$ cat config.mk
export PLATFORM = sky130hd
export DESIGN_NAME = piso_4bit
export DESIGN_NICKNAME = d
export VERILOG_FILES = /design/src/rtl/piso_4bit.sv
export SDC_FILE = /design/constraint.sdc
export NUM_CORES = 1
export LEC_CHECK = 0
export ABC_AREA = 1
export CAP_MARGIN = 20
export CORE_AREA = 2 2 39 41
export DETAILED_ROUTE_END_ITERATION = 10
export DIE_AREA = 0 0 41 43
export PLACE_DENSITY = 0.38
export SLEW_MARGIN = 5
export SYNTH_ARGS = -nofsm -noshare
export SYNTH_HDL_FRONTEND = slang
export SYNTH_SLANG_ARGS = --single-unit
$ cat constraint.sdc
create_clock -name clock -period 2.11 [get_ports clock]
set_clock_uncertainty 0.2 [all_clocks]
set_input_delay 0.422 -clock clock [delete_from_list [all_inputs] [get_ports clock]]
set_output_delay 0.422 -clock clock [all_outputs]
set_load 0.02 [all_outputs]
$ cat src/rtl/piso_4bit.sv
// Free-running parallel-in serial-out shifter: reloads parallel_in every WIDTH
// cycles and streams it out one bit per clock, MSB or LSB first.
module piso_4bit #(
  parameter int WIDTH     = 4,
  parameter bit LSB_FIRST = 1'b0
) (
  input  logic             clock,
  input  logic             reset,
  input  logic [WIDTH-1:0] parallel_in,
  output logic             serial_out,
  output logic             word_start
);

  localparam int CW = (WIDTH > 1) ? $clog2(WIDTH) : 1;
  localparam logic [CW-1:0] LAST = CW'(WIDTH - 1);

  logic [WIDTH-1:0] sreg;
  logic [CW-1:0]    bit_cnt;

  // bit_cnt==0 marks the load edge; otherwise shift toward the output end
  always_ff @(posedge clock) begin
    if (reset) begin
      sreg       <= '0;
      bit_cnt    <= '0;
      word_start <= 1'b0;
    end else if (bit_cnt == '0) begin
      sreg       <= parallel_in;
      bit_cnt    <= (WIDTH == 1) ? '0 : CW'(1);
      word_start <= 1'b1;
    end else begin
      sreg       <= LSB_FIRST ? {1'b0, sreg[WIDTH-1:1]} : {sreg[WIDTH-2:0], 1'b0};
      bit_cnt    <= (bit_cnt == LAST) ? '0 : bit_cnt + CW'(1);
      word_start <= 1'b0;
    end
  end

  assign serial_out = LSB_FIRST ? sreg[0] : sreg[WIDTH-1];

endmodule

After elaboration in Yosys (flattened, before gate mapping)
Cells that the tools add are included.

word-level totals
  word-level logic and storage cells = 15
  bits in latches = 0
  memories kept = 0
  memory bits (writable) = 0
  input port bits = 6
  bits in read-only memories = 0
  flip-flop bits (word level) = 7

operators by class
  shifts and indexed selects = 0
  $mul = 0
  add/sub/neg operators = 1
  $lt $le $gt $ge = 0
  reductions and logical operators = 3
  mux-type cells = 4
  bitwise logic cells = 1
  equal/unequal tests = 1
  divide/modulo/power cells = 0

operators with widths
  cell                                                           number
  4-bit 2-to-1 mux                                               1
  1-bit 2-to-1 mux                                               3
  3-bit OR reduction                                             1
  2-bit by 1-bit adder with 2-bit output, second input constant  1
  2-bit == test, second input constant                           1
  2-bit logical NOT                                              1
  2-bit OR reduction                                             1
  1-bit inverter                                                 1

Depth between registers and ports, before layout
Gate-level depths: netlist (run 1).

  depth after elaboration = 3
  mapped depth = 5

Least setup slack after synthesis (run 1)
OpenSTA, ideal clock, no wires.

  kind = flip-flop to flip-flop
  start = register bit_cnt[0]
  end = register sreg[1]
  cell stages (with the launch flop) = 6
  setup slack = 0.974 ns
  library setup time = 0.059 ns
  period minus slack after synthesis = 1.136 ns
  arrival time = 0.877 ns
  cell sequence = dfxtp_1 -> inv_1 -> ha_1 -> nor2_4 -> nand2_1 -> nand2_1

on the way
  longest elaborated chain between the ends = 2

ends and longest elaborated chain
  what                      line  text
  start: declaration        18    logic [CW-1:0] bit_cnt;
  start signal: assignment  28    bit_cnt <= (WIDTH == 1) ? '0 : CW'(1);
  start signal: assignment  32    bit_cnt <= (bit_cnt == LAST) ? '0 : bit_cnt + CW'(1);
  2-bit logical NOT         26    end else if (bit_cnt == '0) begin
  4-bit 2-to-1 mux          26
  end signal: assignment    27    sreg <= parallel_in;
  end signal: assignment    31    sreg <= LSB_FIRST ? {1'b0, sreg[WIDTH-1:1]} : {sreg[WIDTH-2:0], 1'b0};
  end: declaration          17    logic [WIDTH-1:0] sreg;

Every way passes these cells.
A chain may end at the register's enable or synchronous reset.

Worst setup path in the final report (run 1)
  start = register word_start
  end = output port word_start

RTL lines
  what                      line  text
  start: declaration        11    output logic word_start
  start signal: assignment  25    word_start <= 1'b0;
  start signal: assignment  29    word_start <= 1'b1;
  start signal: assignment  33    word_start <= 1'b0;

No word-level cell between the ends.

==> results of run 1 <==
final timing paths:
kind	to	slack, ps	cells after the start
setup / recovery	word_start	350	1
hold / removal	sreg[2]	220	2
setup reg to reg	sreg[1]	880	5
hold reg to reg	sreg[2]	220	2
layout by cell type (no fill, tap or decap):
master           Yosys  routed
nor2_4               1       1
inv_1                6       6
clkdlybuf4s50_1      0       7
dfxtp_1              7       7
nor2_1               1       1
clkbuf_1             0       1
clkbuf_4             0       3
nand2_1              9       9
nor2_2               2       2
nand2_2              1       1
inv_2                1       1
nand3_1              3       3
ha_1                 2       2
logic make-up after synthesis:
group,after synthesis,share of synthesized area [%]
buffers and inverters,7,9.587
adder cells (fa/ha/maj),2,9.131
AND/OR/NAND/NOR,17,30.13
flip-flops,7,51.14
worst min-delay path, stage by stage (launching register included):
cell and delay, ps:
dfxtp_1 300, nand2_1 50, nand2_1 40
per-layer routing:
metal  global-route usage [%]  vias to the layer above  wire length (um)
met1                    8.469                       88               176
met3                    7.853                        0                47
met5                        0                        -                 0
met2                    10.00                        9               200
li1                         -                      117                 -
met4                    4.000                        0                 0
stage by stage:
stage | setup slack, ps | power (mW) | util [%]
after detailed placement | 566.4 | 0.3884 | 26.31
after global placement | 596.5 | 0.3875 | 26.31
final | 348.1 | 0.5017 | 28.21
after global routing | 295.6 | 0.5494 | 28.21
after floorplan | 974.1 | 0.3313 | -
after CTS | 331.0 | 0.5140 | 28.21
power breakdown:
part | switching (mW) | internal (mW)
clock network | 0.0470 | 0.0720
registers | 0.0181 | 0.179
logic | 0.103 | 0.0821
total | 0.168 | 0.333
registers in the layout, summed over array words and instances (netlist names):
register	count
sreg	4
word_start	1
bit_cnt	2
synth_stat cells:
library cell / number / area, um^2
ha_1: 2 / 25.02
inv_2: 1 / 3.750
nand2_1: 9 / 33.78
nand2_2: 1 / 6.260
nor2_1: 1 / 3.750
nand3_1: 3 / 15.01
nor2_4: 1 / 11.26
inv_1: 6 / 22.52
nor2_2: 2 / 12.51
dfxtp_1: 7 / 140.1
area by class of cell:
class | instances | area (um^2) | area share, %
flip-flops and latches | 7 | 140.1 | 35.90
multi-input cells | 19 | 107.6 | 27.56
repair buffers | 7 | 70.07 | 17.95
clock buffers | 4 | 26.28 | 6.731
inverters | 7 | 26.28 | 6.731
well taps | 16 | 20.02 | 5.128
==> impl_metrics.tcl, run 1 <==
set metrics [dict create \
    drt-initial-drc-count 3 \
    drtAntennaViolNets 0 \
    setup_violations 0 \
    yosys_warnings 0 \
    ioPinCount 8 \
    fmax_mhz 567.6 \
    cts_max_level 1 \
    placed_cells 56 \
    vdd_drop_max_mv 0.3939 \
    netlist_instances 33 \
    p_leak_nw 0.1885 \
    path_clk_slew_ps 50 \
    die_w_um 41 \
    cap_viol_max_count 0 \
    synth-seq-area-share_pct 51.14 \
    final_cells 60 \
    cp_max_fo 1 \
    max_slew_margin_pct 83.00 \
    worst_pin_slew_ps 255.0 \
    start_util_pct 19.80 \
    root_buffer "clkbuf_4" \
    post_drt_wl_per_cell_um 7.083 \
    cts_setup_buffers 0 \
    grt_overflow 0 \
    finalHoldViolations 0 \
    yosys_register_bits 7 \
    crit_required_ps 1490 \
    drt_wl_total_um 425 \
    status "completed" \
    crit_arrival_ps 1140 \
    holdWs_ps 217.9 \
    syn_avg_cell_area_um2 8.303 \
    clock_path_buffers 2 \
    cp_slowest_stage_delay_ps 590 \
    slew_violations 0 \
    cts_hold_buf 0 \
    routabilityCongestion 0.7019 \
    r2r_start "bit_cnt[0]" \
    grt_pass1_wl_um 876 \
    cts_buffers 3 \
    rsz0062_at_grt "false" \
    critical_path_buf_inv_count 1 \
    cts-resized-gates 0 \
    drtPass1Iterations 2 \
    fin_tns_setup_ps 0 \
    post_dp_cell_area_um2 364.1 \
    fp-row-count 14 \
    powerDensity_mw_per_mm2 1285 \
    die_h_um 43 \
    area_growth_pct 42.47 \
    cts_tree "yes" \
    hpwl_um 339.6 \
    worstSetupStartpointType "flop" \
    critPathTopFamily "buffers and inverters" \
    core-area_mm2 0.001384 \
    crit_path_start "word_start" \
    die_area_mm2 0.001763 \
    antenna_found_initial 0 \
    end_kind "output port" \
    period_minus_slack_ps 1762 \
    clk_latency_ps 250 \
    synth_nets 41 \
    cts_sinks 7 \
    grt_usage_pct 7.964 \
    n_fill_cell 155 \
    drive_gt1_share_pct 18.18 \
    drt-vias-per-instance 3.567 \
    path_class "flop to output port" \
    grt_pass1_vias 217 \
    grt_max_degree 6 \
    crit_chain "clkdlybuf4s50_1" \
    diodes 0 \
    stdcell_area_um2 390.4 \
    slowest_stage "clkdlybuf4s50_1" \
    drc 0 \
    worstHoldStart "sreg[1]" \
    route.vias.total 214 \
    hold_path.class "flop to flop" \
    nNetsFinal 53 \
    finalCritPeriodShare_pct 83.50 \
    syn_area_um2 274.0 \
    yosys.cell_types.count 10 \
    io_buffers 7 \
]
Power figures use the tool's default switching activity.
==> run 2, diff against run 1 <==
PLACE_DENSITY = 0.4   (was 0.38)
clock period = 1.4 ns   (was 2.11 ns; I/O delays follow)
==> run 2 against run 1 <==
First-iteration DRC count down 33%. Die area is the same. Critical path depth stayed put. Sequential power rose by 50%. Sequential share of layout area decreased by 0.57 points. Total power up 49%. Non-clock buffer count grew 1. Register-to-register slack worse by 710 ps. Critical path type unchanged.
==> impl_metrics.tcl, run 2 (same netlist as run 1, synthesis figures left out) <==
set metrics [dict create \
    reg.largest.list "sreg x4, bit_cnt x2, word_start x1" \
    powerDensity_mw_per_mm2 1886 \
    cp_slowest_stage_delay_ps 320 \
    max_slew_margin_pct 81.56 \
    grt_max_degree 6 \
    combPwrFrac_pct 36.9 \
    die_w_um 41 \
    p_int_mw 0.4927 \
    finalPower_mw 0.7479 \
    critPathTopFamily "buffers and inverters" \
    cts_buffers 3 \
    cts_setup_buffers 0 \
    start_util_pct 19.80 \
    area_growth_pct 44.75 \
    crit_arrival_ps 860 \
    p_leak_nw 0.1980 \
    final_cells 61 \
    path_clk_slew_ps 50 \
    io_buffers 7 \
    diodes 0 \
    pwr-share-seq_pct 39.6 \
    grt_pass1_vias 192 \
    drt_wl_total_um 471 \
    grt_pass1_wl_um 717 \
    route.vias.total 224 \
    cp_max_fo 1 \
    root_buffer "clkbuf_4" \
    crit_required_ps 920 \
    cap_viol_max_count 0 \
    post_drt_wl_per_cell_um 7.721 \
    drtAntennaViolNets 0 \
    drive_gt1_share_pct 20.00 \
    placed_cells 57 \
    final.setup.worst_slack_ps 56.54 \
    fmax_mhz 744.3 \
    stdcell_area_um2 396.6 \
    finalCritPeriodShare_pct 95.96 \
    grt_usage_pct 7.028 \
    end_kind "output port" \
    p_clk_share_pct 23.5 \
    vdd_drop_max_mv 0.6355 \
    holdWs_ps 217.6 \
    setup_violations 0 \
    clk_latency_ps 240 \
    n_fill_cell 154 \
    post-route-util_pct 28.66 \
    period_minus_slack_ps 1343 \
    nNetsFinal 54 \
    top_register "sreg" \
    post_dp_cell_area_um2 371.6 \
    switching_power_mw 0.2552 \
    cts_sinks 7 \
    fin_tns_setup_ps 0 \
    fp-row-count 14 \
    status "completed" \
    drtPass1Iterations 3 \
    crit_chain "dlygate4sd2_1" \
    grt_overflow 0 \
    finalHoldViolations 0 \
    routabilityCongestion 0.6816 \
    drt-initial-drc-count 2 \
    die_h_um 43 \
    layout_common_cells "9 x nand2_1, 7 x dfxtp_1, 6 x inv_1" \
    cts_tree "yes" \
    antenna_found_initial 0 \
    slowest_stage "dlygate4sd2_1" \
    hpwl_um 356.3 \
    die_area_mm2 0.001763 \
    largest_reg_flops 4 \
    path_class "flop to output port" \
    final_common_cell "nand2_1" \
    drt-vias-per-instance 3.672 \
    slew_violations 0 \
    critical_path_buf_inv_count 1 \
    dp_worst_setup_slack_ps 37.93 \
    rsz0062_at_grt "false" \
    drc 0 \
    ioPinCount 8 \
    switching_share_pct 34.12 \
    core-area_mm2 0.001384 \
    worstSetupStartpointType "flop" \
    worst_pin_slew_ps 276.6 \
    cts_max_level 1 \
    hold_path.class "flop to flop" \
    clock_path_buffers 2 \
]
[run 2: cell types whose count changed in the layout (fill, tap and decap cells not counted), sizes merged]
cell / change
clkdlybuf4s50: -2
buf: +1
clkdlybuf4s15: +1
dlygate4sd2: +1
[run 2: final timing paths]
kind | from | end | slack, ps | cells past startpoint
min | sreg[2] | sreg[3] | 220 | 2
min reg2reg | sreg[2] | sreg[3] | 220 | 2
max reg2reg | bit_cnt[0] | sreg[1] | 170 | 5
max | sreg[3] | serial_out | 60 | 1
[run 2: what timing repair did]
action / 4_1_cts / 5_1_grt
resized for setup: 2 / 1
endpoints found under the setup margin: 2 / 1
pin swaps: 0 / 0
hold buffers: 0 / 0
[run 2: layout make-up]
class / count / area, um^2 / share of cell area [%]
clock buffer: 4 / 26.28 / 6.625
inverter: 7 / 26.28 / 6.625
multi-input combinational: 19 / 107.6 / 27.13
sequential: 7 / 140.1 / 35.33
tap: 16 / 20.02 / 5.047
timing repair buffer: 8 / 76.32 / 19.24
[run 2: power groups by stage]
stage / Clock [mW] / Sequential [mW] / Combinational [mW]
floorplan: 0 / 0.322 / 0.177
global placement: 0 / 0.297 / 0.282
detailed placement: 0 / 0.301 / 0.292
CTS: 0.186 / 0.297 / 0.280
global route: 0.208 / 0.303 / 0.312
finish: 0.175 / 0.296 / 0.276
[run 2: layer usage]
layer	wire, um	global-route usage, %	vias to the layer above	part of all wire [%]
met5	0	0	-	0
met4	0	8.000	0	0
met3	35	4.712	0	7.4
met2	251	8.438	4	53
met1	184	7.074	100	39
li1	-	-	120	-
